## src/rtl/lcd_pkg.sv

```systemverilog
// Shared ILI9488 definitions: script entry kinds, panel opcodes and the
// sequencer state encoding. The colour-fill stage imports the same package.
// Build option LCD_INIT_GAMMA_EN changes the script depth.
package lcd_pkg;

  // Script entry kinds; bit 0 doubles as the data/command flag for CMD/DATA.
  typedef enum logic [1:0] {
    KIND_CMD   = 2'd0,
    KIND_DATA  = 2'd1,
    KIND_DELAY = 2'd2,
    KIND_END   = 2'd3
  } entry_kind_e;

  typedef struct packed {
    entry_kind_e kind;
    logic [7:0]  val;
  } rom_entry_t;

  // ILI9488 opcodes
  localparam logic [7:0] OP_SWRESET  = 8'h01;
  localparam logic [7:0] OP_SLPOUT   = 8'h11;
  localparam logic [7:0] OP_COLMOD   = 8'h3A;
  localparam logic [7:0] OP_MADCTL   = 8'h36;
  localparam logic [7:0] OP_DISPON   = 8'h29;
  localparam logic [7:0] OP_CASET    = 8'h2A;
  localparam logic [7:0] OP_PASET    = 8'h2B;
  localparam logic [7:0] OP_RAMWR    = 8'h2C;
  localparam logic [7:0] OP_PGAMCTRL = 8'hE0;
  localparam logic [7:0] OP_NGAMCTRL = 8'hE1;

  // 18-bit pixels: three bytes per pixel on the 8-bit bus
  localparam logic [7:0] PIXFMT_18BPP = 8'h66;
  // Row/column exchange off, BGR order, mirrored X
  localparam logic [7:0] MADCTL_VAL   = 8'h48;

  // Script index width. Indices at or beyond ROM_DEPTH read back as END.
  localparam int ROM_IDX_W = 6;
`ifdef LCD_INIT_GAMMA_EN
  localparam int ROM_DEPTH = 41;
`else
  localparam int ROM_DEPTH = 9;
`endif

  typedef enum logic [2:0] {
    S_RST_ASSERT,
    S_RST_WAIT,
    S_FETCH,
    S_STROBE,
    S_GAP,
    S_DELAY,
    S_DONE
  } seq_state_e;

  function automatic rom_entry_t mk_entry(input entry_kind_e kind, input logic [7:0] val);
    rom_entry_t e;
    e.kind = kind;
    e.val  = val;
    return e;
  endfunction

endpackage

```

## src/rtl/lcd_init_rom.sv

```systemverilog
// ILI9488 power-up script, combinational index -> {kind, byte}.
// LCD_INIT_GAMMA_EN adds the positive/negative gamma tables before DISPON.
// The terminating END is not stored: every index past the table reads END.
module lcd_init_rom
  import lcd_pkg::*;
(
  input  logic [ROM_IDX_W-1:0] idx_i,
  output rom_entry_t           entry_o
);

`ifdef LCD_INIT_GAMMA_EN
  // Gamma tables, first byte in the most significant position
  localparam logic [119:0] GAMMA_POS = {8'h00, 8'h03, 8'h09, 8'h08, 8'h16, 8'h0A, 8'h3F, 8'h78,
                                        8'h4C, 8'h09, 8'h0A, 8'h08, 8'h16, 8'h1A, 8'h0F};
  localparam logic [119:0] GAMMA_NEG = {8'h00, 8'h16, 8'h19, 8'h03, 8'h0F, 8'h05, 8'h32, 8'h45,
                                        8'h46, 8'h04, 8'h0E, 8'h0D, 8'h35, 8'h37, 8'h0F};

  function automatic logic [7:0] gamma_byte(input logic [119:0] tbl, input logic [ROM_IDX_W-1:0] k);
    return tbl[8*(14 - int'(k)) +: 8];
  endfunction
`endif

  // Decode the script index; unlisted indices fall through to END.
  always_comb begin
    entry_o = mk_entry(KIND_END, 8'h00);
    case (idx_i)
      6'd0: entry_o = mk_entry(KIND_CMD,   OP_SWRESET);
      6'd1: entry_o = mk_entry(KIND_DELAY, 8'd5);
      6'd2: entry_o = mk_entry(KIND_CMD,   OP_SLPOUT);
      6'd3: entry_o = mk_entry(KIND_DELAY, 8'd120);
      6'd4: entry_o = mk_entry(KIND_CMD,   OP_COLMOD);
      6'd5: entry_o = mk_entry(KIND_DATA,  PIXFMT_18BPP);
      6'd6: entry_o = mk_entry(KIND_CMD,   OP_MADCTL);
      6'd7: entry_o = mk_entry(KIND_DATA,  MADCTL_VAL);
`ifdef LCD_INIT_GAMMA_EN
      6'd8:  entry_o = mk_entry(KIND_CMD, OP_PGAMCTRL);
      6'd24: entry_o = mk_entry(KIND_CMD, OP_NGAMCTRL);
      6'd40: entry_o = mk_entry(KIND_CMD, OP_DISPON);
      default: begin
        if (idx_i >= 6'd9 && idx_i <= 6'd23) begin
          entry_o = mk_entry(KIND_DATA, gamma_byte(GAMMA_POS, idx_i - 6'd9));
        end else if (idx_i >= 6'd25 && idx_i <= 6'd39) begin
          entry_o = mk_entry(KIND_DATA, gamma_byte(GAMMA_NEG, idx_i - 6'd25));
        end
      end
`else
      6'd8:    entry_o = mk_entry(KIND_CMD, OP_DISPON);
      default: entry_o = mk_entry(KIND_END, 8'h00);
`endif
    endcase
  end

endmodule

```

## src/rtl/lcd_init_seq.sv

```systemverilog
// ILI9488 power-up sequencer: pulses the panel hardware reset, waits for the
// panel to wake, then plays the script from lcd_init_rom onto the 8-bit bus
// (3 cycles per byte: FETCH, STROBE, GAP) and raises a sticky init_done.
// Build option LCD_INIT_GAMMA_EN (handled in lcd_init_rom) adds gamma setup.
module lcd_init_seq
  import lcd_pkg::*;
#(
  parameter int unsigned T_RST_LOW  = 500,
  parameter int unsigned T_RST_WAIT = 6000000,
  parameter int unsigned DELAY_UNIT = 50000,
  parameter int unsigned CNT_W      = 32
) (
  input  logic       clk,
  input  logic       rst_n,
  input  logic       restart,
  output logic       lcd_rst_n,
  output logic [7:0] data_out,
  output logic       data_command,
  output logic       send_data,
  output logic       disp_cs,
  output logic       init_done
);

  localparam longint unsigned CNT_LIMIT = 64'd1 << CNT_W;

  // Reject configurations the counter compares cannot handle.
  generate
    if (T_RST_LOW == 0 || T_RST_WAIT == 0) begin : g_bad_timing
      $error("lcd_init_seq: T_RST_LOW and T_RST_WAIT must be nonzero");
    end
    if (64'(T_RST_LOW) >= CNT_LIMIT || 64'(T_RST_WAIT) >= CNT_LIMIT ||
        64'(255) * 64'(DELAY_UNIT) >= CNT_LIMIT) begin : g_bad_cnt_w
      $error("lcd_init_seq: CNT_W too narrow for the configured delays");
    end
    if (ROM_DEPTH >= (1 << ROM_IDX_W)) begin : g_bad_idx_w
      $error("lcd_init_seq: ROM_IDX_W cannot address the script");
    end
  endgenerate

  seq_state_e           state_q, state_d;
  logic [CNT_W-1:0]     cnt_q, cnt_d;
  logic [ROM_IDX_W-1:0] idx_q, idx_d;
  logic [7:0]           data_q, data_d;
  logic                 dc_q, dc_d;
  logic                 cs_q, cs_d;
  logic                 done_q, done_d;
  rom_entry_t           rom_entry;

  lcd_init_rom u_rom (
    .idx_i   (idx_q),
    .entry_o (rom_entry)
  );

  // State register and bus registers; rst_n returns everything at once.
  always_ff @(posedge clk or negedge rst_n) begin
    if (!rst_n) begin
      state_q <= S_RST_ASSERT;
      cnt_q   <= '0;
      idx_q   <= '0;
      data_q  <= 8'h00;
      dc_q    <= 1'b0;
      cs_q    <= 1'b1;
      done_q  <= 1'b0;
    end else begin
      state_q <= state_d;
      cnt_q   <= cnt_d;
      idx_q   <= idx_d;
      data_q  <= data_d;
      dc_q    <= dc_d;
      cs_q    <= cs_d;
      done_q  <= done_d;
    end
  end

  // Next-state logic; restart overrides whatever the script step decided.
  always_comb begin
    state_d = state_q;
    cnt_d   = cnt_q;
    idx_d   = idx_q;
    data_d  = data_q;
    dc_d    = dc_q;
    cs_d    = cs_q;
    done_d  = done_q;

    case (state_q)
      S_RST_ASSERT: begin
        if (cnt_q == CNT_W'(T_RST_LOW - 1)) begin
          cnt_d   = '0;
          state_d = S_RST_WAIT;
        end else begin
          cnt_d = cnt_q + CNT_W'(1);
        end
      end
      S_RST_WAIT: begin
        if (cnt_q == CNT_W'(T_RST_WAIT - 1)) begin
          cnt_d   = '0;
          cs_d    = 1'b0;
          state_d = S_FETCH;
        end else begin
          cnt_d = cnt_q + CNT_W'(1);
        end
      end
      S_FETCH: begin
        case (rom_entry.kind)
          KIND_CMD, KIND_DATA: begin
            data_d  = rom_entry.val;
            dc_d    = (rom_entry.kind == KIND_DATA);
            state_d = S_STROBE;
          end
          KIND_DELAY: begin
            if (rom_entry.val == 8'd0) begin
              idx_d = idx_q + ROM_IDX_W'(1);
            end else begin
              cnt_d   = CNT_W'(rom_entry.val) * CNT_W'(DELAY_UNIT);
              state_d = S_DELAY;
            end
          end
          KIND_END: begin
            cs_d    = 1'b1;
            dc_d    = 1'b0;
            done_d  = 1'b1;
            state_d = S_DONE;
          end
          default: state_d = S_DONE;
        endcase
      end
      S_STROBE: state_d = S_GAP;
      S_GAP: begin
        idx_d   = idx_q + ROM_IDX_W'(1);
        state_d = S_FETCH;
      end
      S_DELAY: begin
        // The delay entry's FETCH cycle is the first of its byte*DELAY_UNIT
        // cycles, so this state leaves one count early (at least one cycle).
        if (cnt_q <= CNT_W'(2)) begin
          cnt_d   = '0;
          idx_d   = idx_q + ROM_IDX_W'(1);
          state_d = S_FETCH;
        end else begin
          cnt_d = cnt_q - CNT_W'(1);
        end
      end
      S_DONE: state_d = S_DONE;
      default: state_d = S_RST_ASSERT;
    endcase

    if (restart) begin
      state_d = S_RST_ASSERT;
      cnt_d   = '0;
      idx_d   = '0;
      cs_d    = 1'b1;
      done_d  = 1'b0;
    end
  end

  assign lcd_rst_n    = (state_q != S_RST_ASSERT);
  assign send_data    = (state_q == S_STROBE);
  assign data_out     = data_q;
  assign data_command = dc_q;
  assign disp_cs      = cs_q;
  assign init_done    = done_q;

endmodule

```

## config.mk

```make
export PLATFORM = sky130hd
export DESIGN_NAME = lcd_init_seq
export DESIGN_NICKNAME = d
export VERILOG_FILES = /design/src/rtl/lcd_pkg.sv /design/src/rtl/lcd_init_rom.sv /design/src/rtl/lcd_init_seq.sv
export SDC_FILE = /design/constraint.sdc
export NUM_CORES = 1
export LEC_CHECK = 0
export ABC_AREA = 0
export BUFFER_PORTS_ARGS = -buffer_cell sky130_fd_sc_hd__buf_2
export CAP_MARGIN = 40
export CORE_UTILIZATION = 30
export CTS_BUF_LIST = sky130_fd_sc_hd__clkbuf_16
export DETAILED_ROUTE_END_ITERATION = 10
export GPL_TIMING_DRIVEN = 0
export PLACE_DENSITY = 0.54
export SYNTH_ARGS = -nofsm -noshare
export SYNTH_HDL_FRONTEND = slang
export SYNTH_SLANG_ARGS = --single-unit
```

## constraint.sdc

```tcl
create_clock -name clk -period 12.5 [get_ports clk]
set_input_delay 1.875 -clock clk [delete_from_list [all_inputs] [get_ports clk]]
set_output_delay 1.875 -clock clk [all_outputs]
set_load 0.01 [all_outputs]
```

==> out/metrics.cfg <==
[global_route]
grt_pass1_wl_microns=29300
grt-ovfl-total=0
grt_max_degree=31
grt_pass1_vias=5202
grt_antenna_before_repair=0
grt_usage_pct=20.41

[synth]
synth_edf_count=0
syn_area_sq_mm=0.005465
syn_inst=686
async_flop_share_pct=100.0
yosys.area.top_type=dfrtp_1
synth.distinct_cells=79
synth_area_per_cell_sq_um=7.967
ys_top_cells_by_count=nor2_1, ha_1, dfrtp_1, nand2_1, inv_1
yosysTopAreaCellShare_pct=22.89
synth_seq_cells=51
yosysWarnings=0
synth_area_leaders=dfrtp_1, ha_1, nor2_1
synth_most_common_cell=nor2_1
dominantRegCellSynth=dfrtp_1
syn_nets=752
yosysSeqAreaShare_pct=23.37

[route]
wl_microns=18180
wl_met3_microns=1294
wire_per_inst_microns=19.42
wl_met2_microns=7869
avgViaCountPerCell=5.767
drt-initial-drc-count=599
postRouteAntennaNets=0
drc=0
first_pass_iters=5
drt-met1-wl_microns=8740
top_layer=met4
vias=5398

[timing]
clock-skew-final_ns=0.01005
totalNegativeSetupSlack_ns=0
setup_viol=0
fin_ws_ns=6.871
fin_crit_sh_pct=45.03
fmax_ghz=0.1777
rsz0062_at_grt=no
finalMaxSlewViolations=0
worst-slew-pin-transition_ns=0.9137
max_slew_margin_pct=38.53
timing.final.crit_period_ns=5.629
hold_viol_final=0

[power_and_ir_drop]
power_frac_comb_pct=60.1
switching_share_pct=50.29
pwr-share-clk_pct=17.2
p_seq_share_pct=22.7
p_sw_uw=474.7
power_density_mw_per_mm2=156.8
intPower_uw=469.2
ir_worst_vdd_v=0.00008186
power.leakage_nw=2.697

[clocking]
numCtsBuffers=5
cts_setup_buffers=0
clk_pin_slew_worst_paths_ns=0.07
clockBufferDepth=2
clockRootBuffer=clkbuf_16
tritoncts=yes
htreeDepth=2
cts_hold_buf=0
cts-resized-gates=0
insertion_delay_ns=0.30
cts_sinks=51

[floorplanning]
fp.dieH_microns=137.0
die_w_microns=137.0
initial_core_util_pct=31.16
ios=16
rows=48
core_area_sq_mm=0.01754
fp.dieArea_sq_mm=0.01876

[run_status]
status=completed

[run]
cap_violations=0

[place]
routabilityCongestion=0.9350
port_buffers=14
dp.cells=928
dpl_worst_slack_ns=6.813
dp_hpwl_microns=13450

[worst_setup_path]
critPathLaunchType=flop
crit_path_end_kind=flop
critPathMaxFanout=10
setup.worst_path.class=flop to flop
crit_arrival_ns=5.78
cp_data_required_time_ns=12.65

[final_layout]
num_antenna_cells=0
fin_cells=936
drive_gt1_share_pct=8.579
area_growth_pct=10.12
layout.nets=776

[hold_path]
hp-class=flop to flop

metrics by stage:
step                      util [%]  hold WS (ns)  instance area, sq um  total power [mW]
after CTS                    34.32        0.5182                  6018            0.9298
after detailed placement     33.38        0.4953                  5854            0.7639
final                        34.32        0.5128                  6018            0.9439
after global placement       33.17        0.4966                  5817            0.7605
after global routing         34.32        0.5455                  6018             1.004
after floorplan                  -        0.5285                  5465            0.6005
cell families after synthesis:
family                   Yosys count  share of synthesized area, %
buffers and inverters             89                         7.074
XOR/XNOR                          31                         4.968
AND/OR/NAND/NOR                  264                         24.66
flip-flops                        51                         23.37
AO/OA/AOI/OAI                    181                         22.85
multiplexers                       6                         1.213
adder cells (fa/ha/maj)           63                         15.80
other                              1                       0.06862
sequential cells by signal, summed over array words and instances (netlist names):
register and count:
idx_q 6, cnt_q 32, data_out 7, disp_cs 1, data_command 1, state_q 3
init_done 1
routing by layer:
metal,global-route usage [%],vias to the layer above
li1,-,2575
met1,30.49,2596
met2,30.86,202
met3,2.963,25
met4,3.907,0
met5,0,-
power groups by stage:
stage	clock network, mW	logic (mW)	registers (mW)
global placement	0	0.544	0.216
global route	0.173	0.612	0.218
CTS	0.165	0.552	0.213
detailed placement	0	0.548	0.216
finish	0.163	0.567	0.214
floorplan	0	0.387	0.214
worst paths after layout:
kind                             start  depth (start not counted)  slack [ns]           to
setup / recovery              idx_q[0]                         19        6.87    cnt_q[23]
hold / removal             data_out[6]                          1        0.51  data_out[6]
setup reg to reg              idx_q[0]                         19        6.87    cnt_q[23]
hold reg to reg            data_out[6]                          1        0.51  data_out[6]
max in group asynchronous        rst_n                          2       10.26      disp_cs
min in group asynchronous        rst_n                          1        1.58    cnt_q[20]
final cells by class:
| cell class | count | area, sq um |
|---|---|---|
| timing repair buffer | 17 | 102.6 |
| multi-input combinational | 546 | 3806 |
| fill | 1883 | 11520 |
| tap | 225 | 281.5 |
| clock buffer | 5 | 125.1 |
| sequential | 51 | 1277 |
| clock inverter | 3 | 38.79 |
| buffer | 45 | 221.5 |
| inverter | 44 | 165.2 |
placed cells by master, fill, tap and decap left out, types with 10 or more instances in the layout:
cell	Yosys	routed
dfrtp_1	50	50
nand4_1	12	12
o21ai_0	41	41
inv_1	44	44
nor3_1	28	28
nand3_1	28	28
a21oi_1	38	38
fa_1	10	10
xor2_1	12	12
ha_1	53	53
nand2_1	50	50
buf_2	6	21
and3_1	11	11
o211ai_1	11	11
clkbuf_1	31	31
xnor2_1	19	19
nor2_1	67	67
nor4_1	12	12
worst max-delay path: stages (launching register included):
cell and delay (ns):
dfrtp_1 0.47, inv_1 0.09, ha_1 0.13, nor2b_1 0.12, o21ai_0 0.16, clkbuf_1 0.28
nor2_1 0.55, inv_1 0.26, fa_1 0.58, inv_1 0.05, ha_1 0.29, ha_1 0.35
ha_1 0.31, a21oi_1 0.20, o211ai_1 0.16, o41ai_1 0.59, o21ai_0 0.34, a311o_1 0.39
nand2_1 0.10, a211oi_1 0.08
Note: power is estimated with default switching activity, not from simulation.
